--- config.mk ---
export PLATFORM = sky130hd
export DESIGN_NAME = lm07_spi_resp
export DESIGN_NICKNAME = d
export VERILOG_FILES = /design/src/rtl/lm07_spi_resp.sv
export SDC_FILE = /design/constraint.sdc
export NUM_CORES = 1
export LEC_CHECK = 0
export BUFFER_PORTS_ARGS = -buffer_cell sky130_fd_sc_hd__buf_2
export CAP_MARGIN = 10
export CORE_MARGIN = 3
export CORE_UTILIZATION = 43
export CTS_CLUSTER_DIAMETER = 40
export DETAILED_ROUTE_END_ITERATION = 7
export GPL_TIMING_DRIVEN = 0
export PLACE_DENSITY = 0.62
export SLEW_MARGIN = 15
export SYNTH_ARGS = -nofsm -noshare
export SYNTH_HDL_FRONTEND = slang
export SYNTH_SLANG_ARGS = --single-unit
export TNS_END_PERCENT = 1
--- constraint.sdc ---
create_clock -name SYSCLK -period 2.5 [get_ports SYSCLK]
set_input_delay 0.5 -clock SYSCLK [delete_from_list [all_inputs] [get_ports SYSCLK]]
set_output_delay 0.5 -clock SYSCLK [all_outputs]
set_load 0.02 [all_outputs]
--- src/rtl/lm07_spi_resp.sv ---
// LM07-style SPI responder: oversamples CS/SCK on SYSCLK and shifts a held temperature word out on SIO, MSB first.
// Define LM07_SPI_RESP_TRISTATE_EN to float SIO while idle so several responders can share one line.
module lm07_spi_resp #(
    parameter int                DATA_W     = 8,
    parameter logic [DATA_W-1:0] RESET_TEMP = '0
) (
    input  logic              SYSCLK,
    input  logic              RSTN,
    input  logic              CS,
    input  logic              SCK,
    output logic              SIO,
    input  logic [DATA_W-1:0] temp_in,
    input  logic              temp_load,
    output logic              busy,
    output logic              frame_done,
    output logic              frame_abort
);

    localparam int                CNT_W = $clog2(DATA_W + 1);
    localparam logic [CNT_W-1:0]  FULL  = CNT_W'(DATA_W);
    // Bit 0 is CS (idles high), bit 1 is SCK (idles low).
    localparam logic [1:0]        SYNC_INIT = 2'b01;

    typedef enum logic [1:0] {IDLE, SHIFT, TAIL} state_t;

    state_t            state_r;
    logic [DATA_W-1:0] hold_r;
    logic [DATA_W-1:0] sh_r;
    logic [CNT_W-1:0]  bit_cnt;
    logic [1:0]        pin_in;
    logic [1:0]        meta_r;
    logic [1:0]        sync_r;
    logic [1:0]        hist_r;
    logic [1:0]        flush_cnt;
    logic              armed_r;
    logic              cs_fall;
    logic              cs_rise;
    logic              sck_rise;
    logic              sck_fall;

    assign pin_in = {SCK, CS};

    always_ff @(posedge SYSCLK or negedge RSTN) begin
        if (!RSTN) begin
            meta_r <= SYNC_INIT;
            sync_r <= SYNC_INIT;
            hist_r <= SYNC_INIT;
        end else begin
            meta_r <= pin_in;
            sync_r <= meta_r;
            hist_r <= sync_r;
        end
    end

    assign cs_fall  =  hist_r[0] & ~sync_r[0];
    assign cs_rise  = ~hist_r[0] &  sync_r[0];
    assign sck_rise = ~hist_r[1] &  sync_r[1];
    assign sck_fall =  hist_r[1] & ~sync_r[1];

    // A frame may only start once CS has been seen high with real samples
    // after reset, so a CS held low across reset never starts a frame.
    always_ff @(posedge SYSCLK or negedge RSTN) begin
        if (!RSTN) begin
            flush_cnt <= 2'd0;
            armed_r   <= 1'b0;
        end else begin
            if (flush_cnt != 2'd2) begin
                flush_cnt <= flush_cnt + 2'd1;
            end
            if (flush_cnt == 2'd2 && sync_r[0]) begin
                armed_r <= 1'b1;
            end
        end
    end

    always_ff @(posedge SYSCLK or negedge RSTN) begin
        if (!RSTN) begin
            state_r     <= IDLE;
            hold_r      <= RESET_TEMP;
            sh_r        <= '0;
            bit_cnt     <= '0;
            frame_done  <= 1'b0;
            frame_abort <= 1'b0;
        end else begin
            frame_done  <= 1'b0;
            frame_abort <= 1'b0;
            if (temp_load) begin
                hold_r <= temp_in;
            end
            case (state_r)
                IDLE: begin
                    if (cs_fall && armed_r) begin
                        sh_r    <= hold_r;
                        bit_cnt <= '0;
                        state_r <= SHIFT;
                    end
                end
                SHIFT: begin
                    // CS rising wins over any simultaneous SCK edge.
                    if (cs_rise) begin
                        state_r     <= IDLE;
                        frame_done  <= (bit_cnt == FULL);
                        frame_abort <= (bit_cnt != FULL);
                    end else if (sck_rise) begin
                        if (bit_cnt != FULL) begin
                            bit_cnt <= bit_cnt + 1'b1;
                        end
                    end else if (sck_fall) begin
                        if (bit_cnt == FULL) begin
                            state_r <= TAIL;
                        end else begin
                            sh_r <= {sh_r[DATA_W-2:0], 1'b0};
                        end
                    end
                end
                TAIL: begin
                    if (cs_rise) begin
                        state_r     <= IDLE;
                        frame_done  <= (bit_cnt == FULL);
                        frame_abort <= (bit_cnt != FULL);
                    end
                end
                default: state_r <= IDLE;
            endcase
        end
    end

    assign busy = (state_r != IDLE);

`ifdef LM07_SPI_RESP_TRISTATE_EN
    assign SIO = (state_r == IDLE)  ? 1'bz :
                 (state_r == SHIFT) ? sh_r[DATA_W-1] : 1'b0;
`else
    assign SIO = (state_r == SHIFT) ? sh_r[DATA_W-1] : 1'b0;
`endif

endmodule

# --- Yosys cells after proc, flatten, opt, wreduce, memory -nomap -nowiden ---
# Index checks and enable logic that the tools add are counted.
op_classes:
  reduce_logical: 9
  eq_ne: 17
  addsub: 2
  n_mul: 0
  div_mod_pow: 0
  n_mux: 23
  bitwise: 8
  n_lt_le_gt_ge: 0
  shift: 0
op_table:
  columns: ["operator", "n"]
  rows:
  - ["$mux W8", 5]
  - ["$ne A2 B2 Y1 const B", 9]
  - ["$mux W4", 4]
  - ["$pmux W8 S2", 1]
  - ["$mux W2", 6]
  - ["$reduce_and A5 Y1", 2]
  - ["$ne A3 B3 Y1 const B", 3]
  - ["$pmux W4 S2", 1]
  - ["$pmux W2 S3", 1]
  - ["$reduce_and A6 Y1", 1]
  - ["$mux W1", 5]
  - ["$add A4 B1 Y4 const B", 1]
  - ["$and A1 B1 Y1", 4]
  - ["$eq A2 B2 Y1 const B", 2]
  - ["$eq A4 B4 Y1 const B", 1]
  - ["$ne A4 B4 Y1 const B", 1]
  - ["$not A1 Y1", 4]
  - ["$reduce_bool A2 Y1", 2]
  - ["$add A2 B1 Y2 const B", 1]
  - ["$eq A2 B1 Y1 const B", 1]
  - ["$logic_and A1 B1 Y1", 2]
  - ["$logic_not A2 Y1", 1]
  - ["$reduce_or A2 Y1", 1]
totals:
  romBits: 0
  output_inout_bits: 4
  latch_bits: 0
  inputBits: 13
  regBits: 33
  n_memories: 0
  ramBits: 0
  wordCells: 70

# --- Depth between registers and ports, before layout ---
# Gate-level depths: netlist (run 1).
depth:
  ltp_word: 6
  depth_mapped: 7
  depth_no_buf: 6

# --- Worst setup path after synthesis (run 1) ---
# No wires, ideal clock.
synth_timing:
  path_kind: "register -> output"
  start: "register state_r[1]"
  end: "output SIO"
  path_stages_with_launch: 6
  t_arrival_ps: 1280
  n_path_buf: 2
  slack_ps: 720
  required_time_ps: 2000
  path_cell_list: "dfrtp_1 inv_1 ha_1 buf_2 buf_2 and2_1"
synth_via:
  elab_chain_cells: 2
synth_lines:
  columns: ["element", "line", "rtl"]
  rows:
  - ["from (decl)", "26", "state_t state_r;"]
  - ["from (signal assigned)", "78", "state_r <= IDLE;"]
  - ["from (signal assigned)", "95", "state_r <= SHIFT;"]
  - ["from (signal assigned)", "101", "state_r <= IDLE;"]
  - ["$eq A2 B1 Y1", "134", "assign SIO = (state_r == SHIFT) ? sh_r[DATA_W-1] : 1'b0;"]
  - ["$mux W1", "134", null]
  - ["to (decl)", "11", "output logic SIO,"]
# Every way passes these cells.

# --- Worst setup path in the final report (run 1) ---
# Same ends and word-level chain as after synthesis.

==> results_dict.tcl, run 1 <==
set metrics [dict create \
    wl_per_cell_um 13.7 \
    dieArea_um2 4250 \
    die_w_um 65.2 \
    synth.area.top_cells "dfrtp_1, mux2_2, dfstp_2, ha_1, inv_1" \
    overflow 0 \
    synth-edff-count 0 \
    worst-setup-path-type "flip-flop to output port" \
    fillCellCount 310 \
    crit_buf_inv 4 \
    slowest_stage "dfrtp_1" \
    worst_slew_pin_slew_ns 0.717 \
    vias_per_cell 5.22 \
    worstHoldPathType "input pin to async pin" \
    crit_path_cell_trace "inv_1 > ha_1 > clkbuf_4 > buf_2 > and2_1 > buf_2" \
    fin_crit_sh_pct 92.7 \
    setup_tns_ns 0 \
    dpl.hpwl_um 1840 \
    grt_pass1_wl_um 4630 \
    drcViolationCount 0 \
    critPathCaptureType "output port" \
    fmax_mhz 432 \
    grt_usage_pct 14.7 \
    power_per_cell_area_nw_per_um2 1080 \
    relSlewSlack_pct 52.2 \
    synth_top_area_share_pct 49.9 \
    peakVddDrop_mv 0.452 \
    synth_warnings 0 \
    finalCriticalPeriod_ns 2.32 \
    synth.ff_latch_count 33 \
    slew_violations 0 \
    max-cap-violations 0 \
    die_h_um 65.2 \
    ys_types 31 \
    async_reset_ff_share_pct 100 \
    cts_buffer_depth 2 \
    ant_nets 0 \
    area_delta_synth_final_pct 14.7 \
    grt_max_degree 34 \
    hold_violations 0 \
    synth_fa_ha_area_share_pct 4.99 \
    startpoint_type "flip-flop" \
    cts_resized 0 \
    synthMuxAreaShare_pct 17.1 \
    firstDrtPassIters 4 \
    critPathTopFamily "buffers and inverters" \
    grt_setup_unrepaired "no" \
    core_area_um2 3200 \
    core.rowCount 20 \
    drive_gt1_share_pct 36.1 \
    cp_max_fo 10 \
    leakagePower_uw 0.000767 \
    final.setup_skew_ns 0.0127 \
    seq_area_frac_synth_pct 55.1 \
    cts_num_sinks 33 \
    vias 982 \
    cts_buffers 5 \
    postSynthAreaPerCell_um2 12.4 \
    place.gp.congestion 0.700 \
    cpMostUsedCell "buf_2" \
    pin_count 17 \
    synth_flop_cell "dfrtp_1" \
    synth_fp_nets 140 \
    synth_top_cells_by_count "dfrtp_1, mux2_2, inv_1" \
    grt_pass1_vias 1043 \
    nNetsFinal 162 \
    synth_top_family_by_area "multiplexers" \
    antenna_found_initial 0 \
    synth_xor_xnor_area_share_pct 0.582 \
    max_stage_delay_ns 0.42 \
    cts-htree-levels 2 \
    multi_input_area_um2 619 \
    seqCellArea_um2 830 \
    post_cts_buffers 0 \
    drt-total-wl_um 2570 \
    setup_viol 0 \
    cts_hold_buf 0 \
    fin_total_pwr_uw 1860 \
    required_ns 2.00 \
    diodes 0 \
    synthesis.area_um2 1510 \
    clk_latency_ns 0.33 \
    status "finished clean" \
    synth.most_common_cell "dfrtp_1" \
    start_util_pct 47.0 \
    clkTransAtPathRegs_ns 0.11 \
    syn_inst 121 \
    cp.arrival_ns 1.82 \
    synthSimpleGateAreaFrac_pct 8.40 \
    io_buffers 15 \
    synth_compound_area_share_pct 10.1 \
    first_iter_violations 48 \
    cts_tree "built" \
    yosysTopAreaCell "dfrtp_1" \
    cts_root_buffer "clkbuf_4" \
]
[worst paths after layout]
path                            start          to  slack [ns]  cells after the start
setup / recovery           state_r[1]         SIO        0.18                      6
min in group SYSCLK                CS   meta_r[0]        0.26                      1
hold reg to reg             meta_r[1]   sync_r[1]        0.36                      0
setup reg to reg           state_r[1]     sh_r[4]        0.46                      6
hold / removal                   RSTN  state_r[1]        0.20                      1
max in group asynchronous        RSTN   hold_r[6]        1.83                      1
[kinds of logic after synthesis]
group           Yosys count
simple gates             23
compound gates           21
fa+ha+maj                 6
flops                    33
xor+xnor                  1
buf+inv                  14
mux                      23
[registers in the layout (all words and copies together) (netlist names)]
signal	count
hold_r	8
frame_abort	1
meta_r	2
state_r	2
sh_r	8
flush_cnt	2
bit_cnt	4
frame_done	1
sync_r	2
armed_r	1
hist_r	2
[area by class of cell]
cell class,count,area share (%)
sequential,33,48.0
tap,44,3.19
buffer,4,1.23
clock inverter,2,2.17
multi-input combinational,74,35.9
inverter,10,2.17
timing repair buffer,15,4.35
clock buffer,6,2.97
[stage by stage]
step	util, %	instances	setup WS (ns)	hold WS [ns]	cell area [um^2]
2_1_floorplan	-	121	0.720	0.204	1510
3_3_place_gp	51.1	180	0.510	0.336	1640
3_5_place_dp	51.1	180	0.489	0.339	1640
4_1_cts	53.8	188	0.0863	0.214	1720
5_1_grt	53.9	188	0.00343	0.215	1730
6_report	53.9	188	0.183	0.203	1730
[worst register-to-register path, delay by kind of cell, from the launching register on]
kind | cells | cell delay, ns
AOI/OAI and AO/OA | 2 | 0.54
adders and majority gates | 1 | 0.23
and+or+nand+nor | 1 | 0.25
muxes | 1 | 0.39
buffers and inverters | 1 | 0.09
DFF | 1 | 0.42
[routing by layer]
| layer | vias to the layer above | routed length, um | global-route usage [%] |
|---|---|---|---|
| met2 | 21 | 1300 | 25.0 |
| met1 | 489 | 1120 | 16.5 |
| met3 | 4 | 114 | 6.15 |
| met4 | 0 | 32 | 4.66 |
| met5 | - | 0 | 0 |
| li1 | 468 | - | - |
[report_power, final]
part,internal [uW],switching (uW)
clock network,238,190
registers,667,80.5
logic,330,356
[layout by cell type, fill, tap and decap left out]
cell type   instances
buf_2              17
clkbuf_8            1
and3_1              1
a22o_1              1
o32ai_1             1
a21o_1              1
mux2i_1             1
dfrtp_1            30
or3b_2              1
clkinvlp_4          1
nor2b_1             1
mux2_2             20
o211ai_1            2
mux2_1              2
clkbuf_4            6
a211oi_4            1
nor2_1              3
nand3_1             5
a211oi_1            1
nand2_1             4
nand2b_1            2
ha_1                6
nand3b_1            3
dfstp_2             3
clkbuf_1            1
a21oi_1             5
xnor2_1             1
inv_1              10
or2_2               1
a41oi_1             2
and2_1              2
o21ai_0             4
o311ai_0            1
bufinv_16           1
o22ai_1             2
No activity file was read; power rests on OpenSTA's default activity.
==> run 2, diff against run 1 <==
--- a/config.mk
+++ b/config.mk
@@ -5,6 +5,7 @@
 export SDC_FILE = /design/constraint.sdc
 export NUM_CORES = 1
 export LEC_CHECK = 0
+export ABC_AREA = 1
 export BUFFER_PORTS_ARGS = -buffer_cell sky130_fd_sc_hd__buf_2
 export CAP_MARGIN = 10
 export CORE_MARGIN = 3
@@ -13,6 +14,7 @@
 export DETAILED_ROUTE_END_ITERATION = 7
 export GPL_TIMING_DRIVEN = 0
 export PLACE_DENSITY = 0.62
+export REMOVE_ABC_BUFFERS = 1
 export SLEW_MARGIN = 15
 export SYNTH_ARGS = -nofsm -noshare
 export SYNTH_HDL_FRONTEND = slang
==> run 2 against run 1 <==
Against the previous run: setup slack improved by 0.27 ns; final cell count rose by 31%; clock skew shrank 0.0045 ns; sequential cell count stayed put; non-clock buffer count shrank 3; count of clock-buffer cells in the layout increased by 1; register-to-register slack gained 0.39 ns; power decreased by 6.3%; sequential power down 5.9%; critical path type unchanged.
==> results_dict.tcl, run 2 <==
set metrics [dict create \
    status "finished clean" \
    syn_inst 180 \
    synthMuxAreaShare_pct 0 \
    ant_nets 0 \
    grt_pass1_vias 1087 \
    synth.ff_latch_count 33 \
    max-cap-violations 0 \
    yosysTopAreaCell "dfrtp_1" \
    clk_latency_ns 0.33 \
    diodes 0 \
    synth.most_common_cell "nand2_1" \
    power_frac_seq_pct 40.3 \
    final_cell_mix "nand2_1, dfrtp_1, inv_1" \
    synthSimpleGateAreaFrac_pct 26.4 \
    grt_max_degree 34 \
    start_util_pct 45.9 \
    synthesis.area_um2 1570 \
    die_w_um 66.4 \
    cts_buffers 5 \
    post_dp_cell_area_um2 1670 \
    firstDrtPassIters 4 \
    setup_viol 0 \
    switching_power_uw 660 \
    postSynthAreaPerCell_um2 8.70 \
    final.setup_skew_ns 0.00819 \
    reg2reg_depth 8 \
    drt-total-wl_um 2530 \
    fmax_mhz 489 \
    cts-htree-levels 2 \
    startpoint_type "flip-flop" \
    core.rowCount 21 \
    synth_compound_area_share_pct 6.15 \
    io_buffers 16 \
    vias 1141 \
    cp_max_fo 22 \
    fin_crit_sh_pct 81.8 \
    topRoutingLayerUsed "met4" \
    worstHoldPathType "input pin to async pin" \
    synth_flop_cell "dfrtp_1" \
    overflow 0 \
    cts_num_sinks 33 \
    peakVddDrop_mv 0.448 \
    grt_setup_unrepaired "no" \
    async_reset_ff_share_pct 100 \
    worst_slew_pin_slew_ns 0.704 \
    synth_xor_xnor_area_share_pct 1.12 \
    cp.arrival_ns 1.54 \
    slew_violations 0 \
    synth_warnings 0 \
    clkPwrFrac_pct 23.8 \
    final_common_cell "nand2_1" \
    relSlewSlack_pct 53.1 \
    place.gp.congestion 0.815 \
    core_area_um2 3420 \
    critPathCaptureType "output port" \
    power_frac_comb_pct 35.9 \
    synth_top_family_by_area "simple AND/OR/NAND/NOR gates" \
    pin_count 17 \
    post_cts_buffers 0 \
    hold_violations 0 \
    vias_per_cell 4.64 \
    internal_power_uw 1080 \
    cts_root_buffer "clkbuf_4" \
    dpl.hpwl_um 1780 \
    synth-edff-count 0 \
    wl_per_cell_um 10.3 \
    top_regs "hold_r (8), sh_r (8), bit_cnt (4)" \
    nNetsFinal 218 \
    seq_area_frac_synth_pct 53.0 \
    grt_pass1_wl_um 4730 \
    wl_met2_um 1160 \
    wirelength_met1_um 1170 \
    worst-setup-path-type "flip-flop to output port" \
    drcViolationCount 0 \
    fin_total_pwr_uw 1740 \
    final_cell_area_um2 1750 \
    route.met3.wl_um 155 \
    synth_top_cells_by_count "nand2_1, dfrtp_1, inv_1" \
    dieArea_um2 4400 \
    power_per_cell_area_nw_per_um2 995 \
    leakagePower_uw 0.000919 \
    clkTransAtPathRegs_ns 0.10 \
    die_h_um 66.4 \
    antenna_found_initial 0 \
    ys_types 22 \
    cts_buffer_depth 2 \
    finalCriticalPeriod_ns 2.04 \
    first_iter_violations 58 \
    synth_top_area_share_pct 47.9 \
    p_sw_share_pct 37.8 \
    synth_fa_ha_area_share_pct 4.79 \
    setup_tns_ns 0 \
    area_delta_synth_final_pct 11.9 \
    cts_tree "built" \
    drive_gt1_share_pct 21.0 \
    grt_usage_pct 14.3 \
    synth.area.top_cells "dfrtp_1, nand2_1, nand3_1, o21ai_0, dfstp_2" \
    required_ns 2.00 \
]
## run 2: cell types whose count changed after synthesis, moves of 3 or more
cell,delta
a21oi_1,-5
buf_6,+3
inv_1,+11
inv_2,+3
mux2_2,-20
nand2_1,+49
nand2_2,+6
nand3_1,+12
nor2_1,+6
o21ai_0,+12
## run 2: path summary, 6_finish.rpt
check / from / to / slack (ns)
max in group asynchronous: RSTN / hold_r[0] / 1.84
min in group SYSCLK: CS / meta_r[0] / 0.26
min: RSTN / bit_cnt[3] / 0.20
min reg2reg: meta_r[0] / sync_r[0] / 0.36
max reg2reg: state_r[1] / sh_r[0] / 0.85
max: state_r[1] / SIO / 0.46
## run 2: layout make-up
class	instances	area, um^2
Clock buffer	7	55.1
Clock inverter	1	30.0
Fill cell	336	1660
Inverter	25	96.3
Multi-Input combinational cell	118	604
Sequential cell	33	830
Tap cell	46	57.6
Timing Repair Buffer	16	80.1
## run 2: cells by family (layout without fill, tap and decap cells)
logic type,after synthesis,after routing
AND/OR/NAND/NOR,92,92
flip-flops,33,33
buffers and inverters,29,49
AO/OA/AOI/OAI,18,18
adder cells (fa/ha/maj),6,6
XOR/XNOR,2,2
## run 2: worst max-delay path: stages (launching register included)
cell and delay [ns]:
dfrtp_1 0.41, inv_1 0.09, ha_2 0.42, nand2_1 0.09, inv_1 0.06, buf_2 0.15
## run 2: repair_timing
item                                    CTS  global route
resized for setup                         0             1
hold buffers                              0             0
endpoints found under the hold margin     0             0
endpoints found under the setup margin    0             1
## run 2: routing by layer
metal	global-route usage [%]	vias up
met2	22.8	26
li1	-	595
met1	17.7	515
met5	0	-
met3	5.61	5
met4	4.57	0
## run 2: power groups by stage
stage / Sequential (uW) / Combinational (uW) / Clock [uW]
final: 704 / 626 / 415
after global routing: 716 / 737 / 453
after CTS: 703 / 629 / 430
after detailed placement: 714 / 627 / 0
after global placement: 705 / 607 / 0
after floorplan: 702 / 485 / 0
## run 2: through the flow
stage | util [%] | cells | hold WS (ns) | setup slack [ns]
5_1_grt | 51.3 | 246 | 0.237 | 0.270
3_5_place_dp | 48.8 | 238 | 0.344 | 0.589
2_1_floorplan | - | 176 | 0.204 | 0.869
4_1_cts | 51.2 | 246 | 0.224 | 0.207
6_report | 51.3 | 246 | 0.204 | 0.455
3_3_place_gp | 48.8 | 238 | 0.341 | 0.603
==> run 3, diff against run 2 <==
--- a/config.mk
+++ b/config.mk
@@ -13,7 +13,7 @@
 export CTS_CLUSTER_DIAMETER = 40
 export DETAILED_ROUTE_END_ITERATION = 7
 export GPL_TIMING_DRIVEN = 0
-export PLACE_DENSITY = 0.62
+export PLACE_DENSITY = 0.64
 export REMOVE_ABC_BUFFERS = 1
 export SLEW_MARGIN = 15
 export SYNTH_ARGS = -nofsm -noshare
==> constraint.sdc (replaced) <==
create_clock -name SYSCLK -period 1.7 [get_ports SYSCLK]
set_input_delay 0.34 -clock SYSCLK [delete_from_list [all_inputs] [get_ports SYSCLK]]
set_output_delay 0.34 -clock SYSCLK [all_outputs]
set_load 0.02 [all_outputs]
==> run 3 against run 2 <==
Against the previous run: utilization is 0.33 points higher; register-to-register slack worse by 0.66 ns; hold slack got worse by 0.14 ns; routed wire length increased by 13%; clock skew grew 0.0014 ns; highest routed layer unchanged; sequential cell count stayed put; largest power group is now combinational cells.
==> results_dict.tcl, run 3 (synthesis gave the netlist of run 2 again) <==
set metrics [dict create \
    cts_root_buffer "clkbuf_4" \
    place.gp.congestion 0.842 \
    firstDrtPassIters 4 \
    cp_max_fo 4 \
    status "finished clean" \
    diodes 0 \
    required_ns 1.36 \
    antenna_found_initial 0 \
    grt_setup_unrepaired "no" \
    die_w_um 66.4 \
    reg2reg_depth 9 \
    cts_buffer_depth 2 \
    setup_viol 0 \
    cp.arrival_ns 1.28 \
    first_iter_violations 55 \
    top_regs "hold_r (8), sh_r (8), bit_cnt (4)" \
    r2r_setup_slack_ns 0.19 \
    pin_count 17 \
    fin_crit_sh_pct 95.4 \
    final_common_cell "nand2_1" \
    grt_pass1_vias 1119 \
    fillCellCount 328 \
    post_dp_cell_area_um2 1670 \
    leakagePower_uw 0.000918 \
    die_h_um 66.4 \
    stdcell_count 248 \
    drcViolationCount 0 \
    critPathCaptureType "output port" \
    core.rowCount 21 \
    nNetsFinal 220 \
    clkTransAtPathRegs_ns 0.10 \
    start_util_pct 45.9 \
    power_per_cell_area_nw_per_um2 1450 \
    worstHoldPathType "input pin to async pin" \
    dpl.hpwl_um 1840 \
    cts_hold_buf 0 \
    grt_pass1_wl_um 4900 \
    final_cell_mix "nand2_1, dfrtp_1, inv_1" \
    final.setup_skew_ns 0.00962 \
    final_cell_area_um2 1760 \
    relSlewSlack_pct 51.9 \
    area_delta_synth_final_pct 12.6 \
    timing.rr.start "state_r[1]" \
    drt-total-wl_um 2850 \
    finalCriticalPeriod_ns 1.62 \
    setup_tns_ns 0 \
    worst_slew_pin_slew_ns 0.721 \
    vias 1166 \
    drive_gt1_share_pct 22.8 \
    peakVddDrop_mv 0.505 \
    fin_util_pct 51.6 \
    wl_per_cell_um 11.5 \
    cts_num_sinks 33 \
    grt_max_degree 34 \
    cts_tree "built" \
    hold_violations 0 \
    fin_total_pwr_uw 2550 \
    vias_per_cell 4.70 \
    cts_buffers 5 \
    slew_violations 0 \
    worst-setup-path-type "flip-flop to output port" \
    ant_nets 0 \
    dieArea_um2 4400 \
    dp_cells 238 \
    max-cap-violations 0 \
    grt_usage_pct 14.9 \
    cts-htree-levels 2 \
    overflow 0 \
    startpoint_type "flip-flop" \
    core_area_um2 3420 \
    io_buffers 16 \
    fmax_mhz 617 \
    reg2reg_to "sh_r[2]" \
    clk_latency_ns 0.32 \
]
## run 3: cell types whose count changed in the layout (fill, tap and decap cells not counted), sizes merged
cell / change
bufinv: -1
buf: +2
clkbuf: +1
## run 3: how the worst max path moves through the flow
stage	startpoint	to	slack [ns]	cells after the start
after floorplan	state_r[1]	sh_r[0]	0.17	8
after global placement	state_r[1]	sh_r[4]	-0.18	8
after detailed placement	state_r[1]	sh_r[4]	-0.24	8
after CTS	state_r[0]	busy	0.02	4
after global routing	state_r[0]	busy	0.001	4
final	state_r[0]	busy	0.08	4
## run 3: per-layer routing
metal / share of wire [%] / GRT usage, % / vias to the layer above
li1: - / - / 598
met1: 45 / 18.3 / 533
met2: 48 / 24.0 / 27
met3: 4.9 / 4.59 / 8
met4: 1.8 / 6.60 / 0
met5: 0 / 0 / -
## run 3: final cells by class
cell class	count	area, um^2	area share [%]
flip-flops and latches	33	830	47.0
multi-input cells	118	627	35.5
inverters	25	96.3	5.46
repair buffers	18	95.1	5.39
clock buffers	8	58.8	3.33
well taps	46	57.6	3.26
## run 3: timing repair
item | 4_1_cts | 5_1_grt
gates resized for setup | 2 | 4
endpoints found under the hold margin | 0 | 0
setup endpoints to repair | 15 | 2
buffers inserted | 2 | 0
## run 3: metrics by stage
stage | hold slack, ns | setup WS, ns
finish | 0.0594 | 0.0785
CTS | 0.0699 | 0.0181
global route | 0.0855 | 0.00113
detailed placement | 0.336 | -0.244
global placement | 0.342 | -0.179
floorplan | 0.0444 | 0.171
## run 3: worst max-delay path: stages, from the launching register on
cell,delay (ns)
dfrtp_1,0.44
inv_1,0.15
ha_4,0.18
inv_1,0.04
buf_2,0.15
## run 3: report_power, final
part / total, uW / switching [uW] / leakage, uW / internal (uW)
Clock: 458 / 254 / 0.0000326 / 204
Combinational: 1050 / 685 / 0.000479 / 365
Sequential: 1040 / 105 / 0.000406 / 940
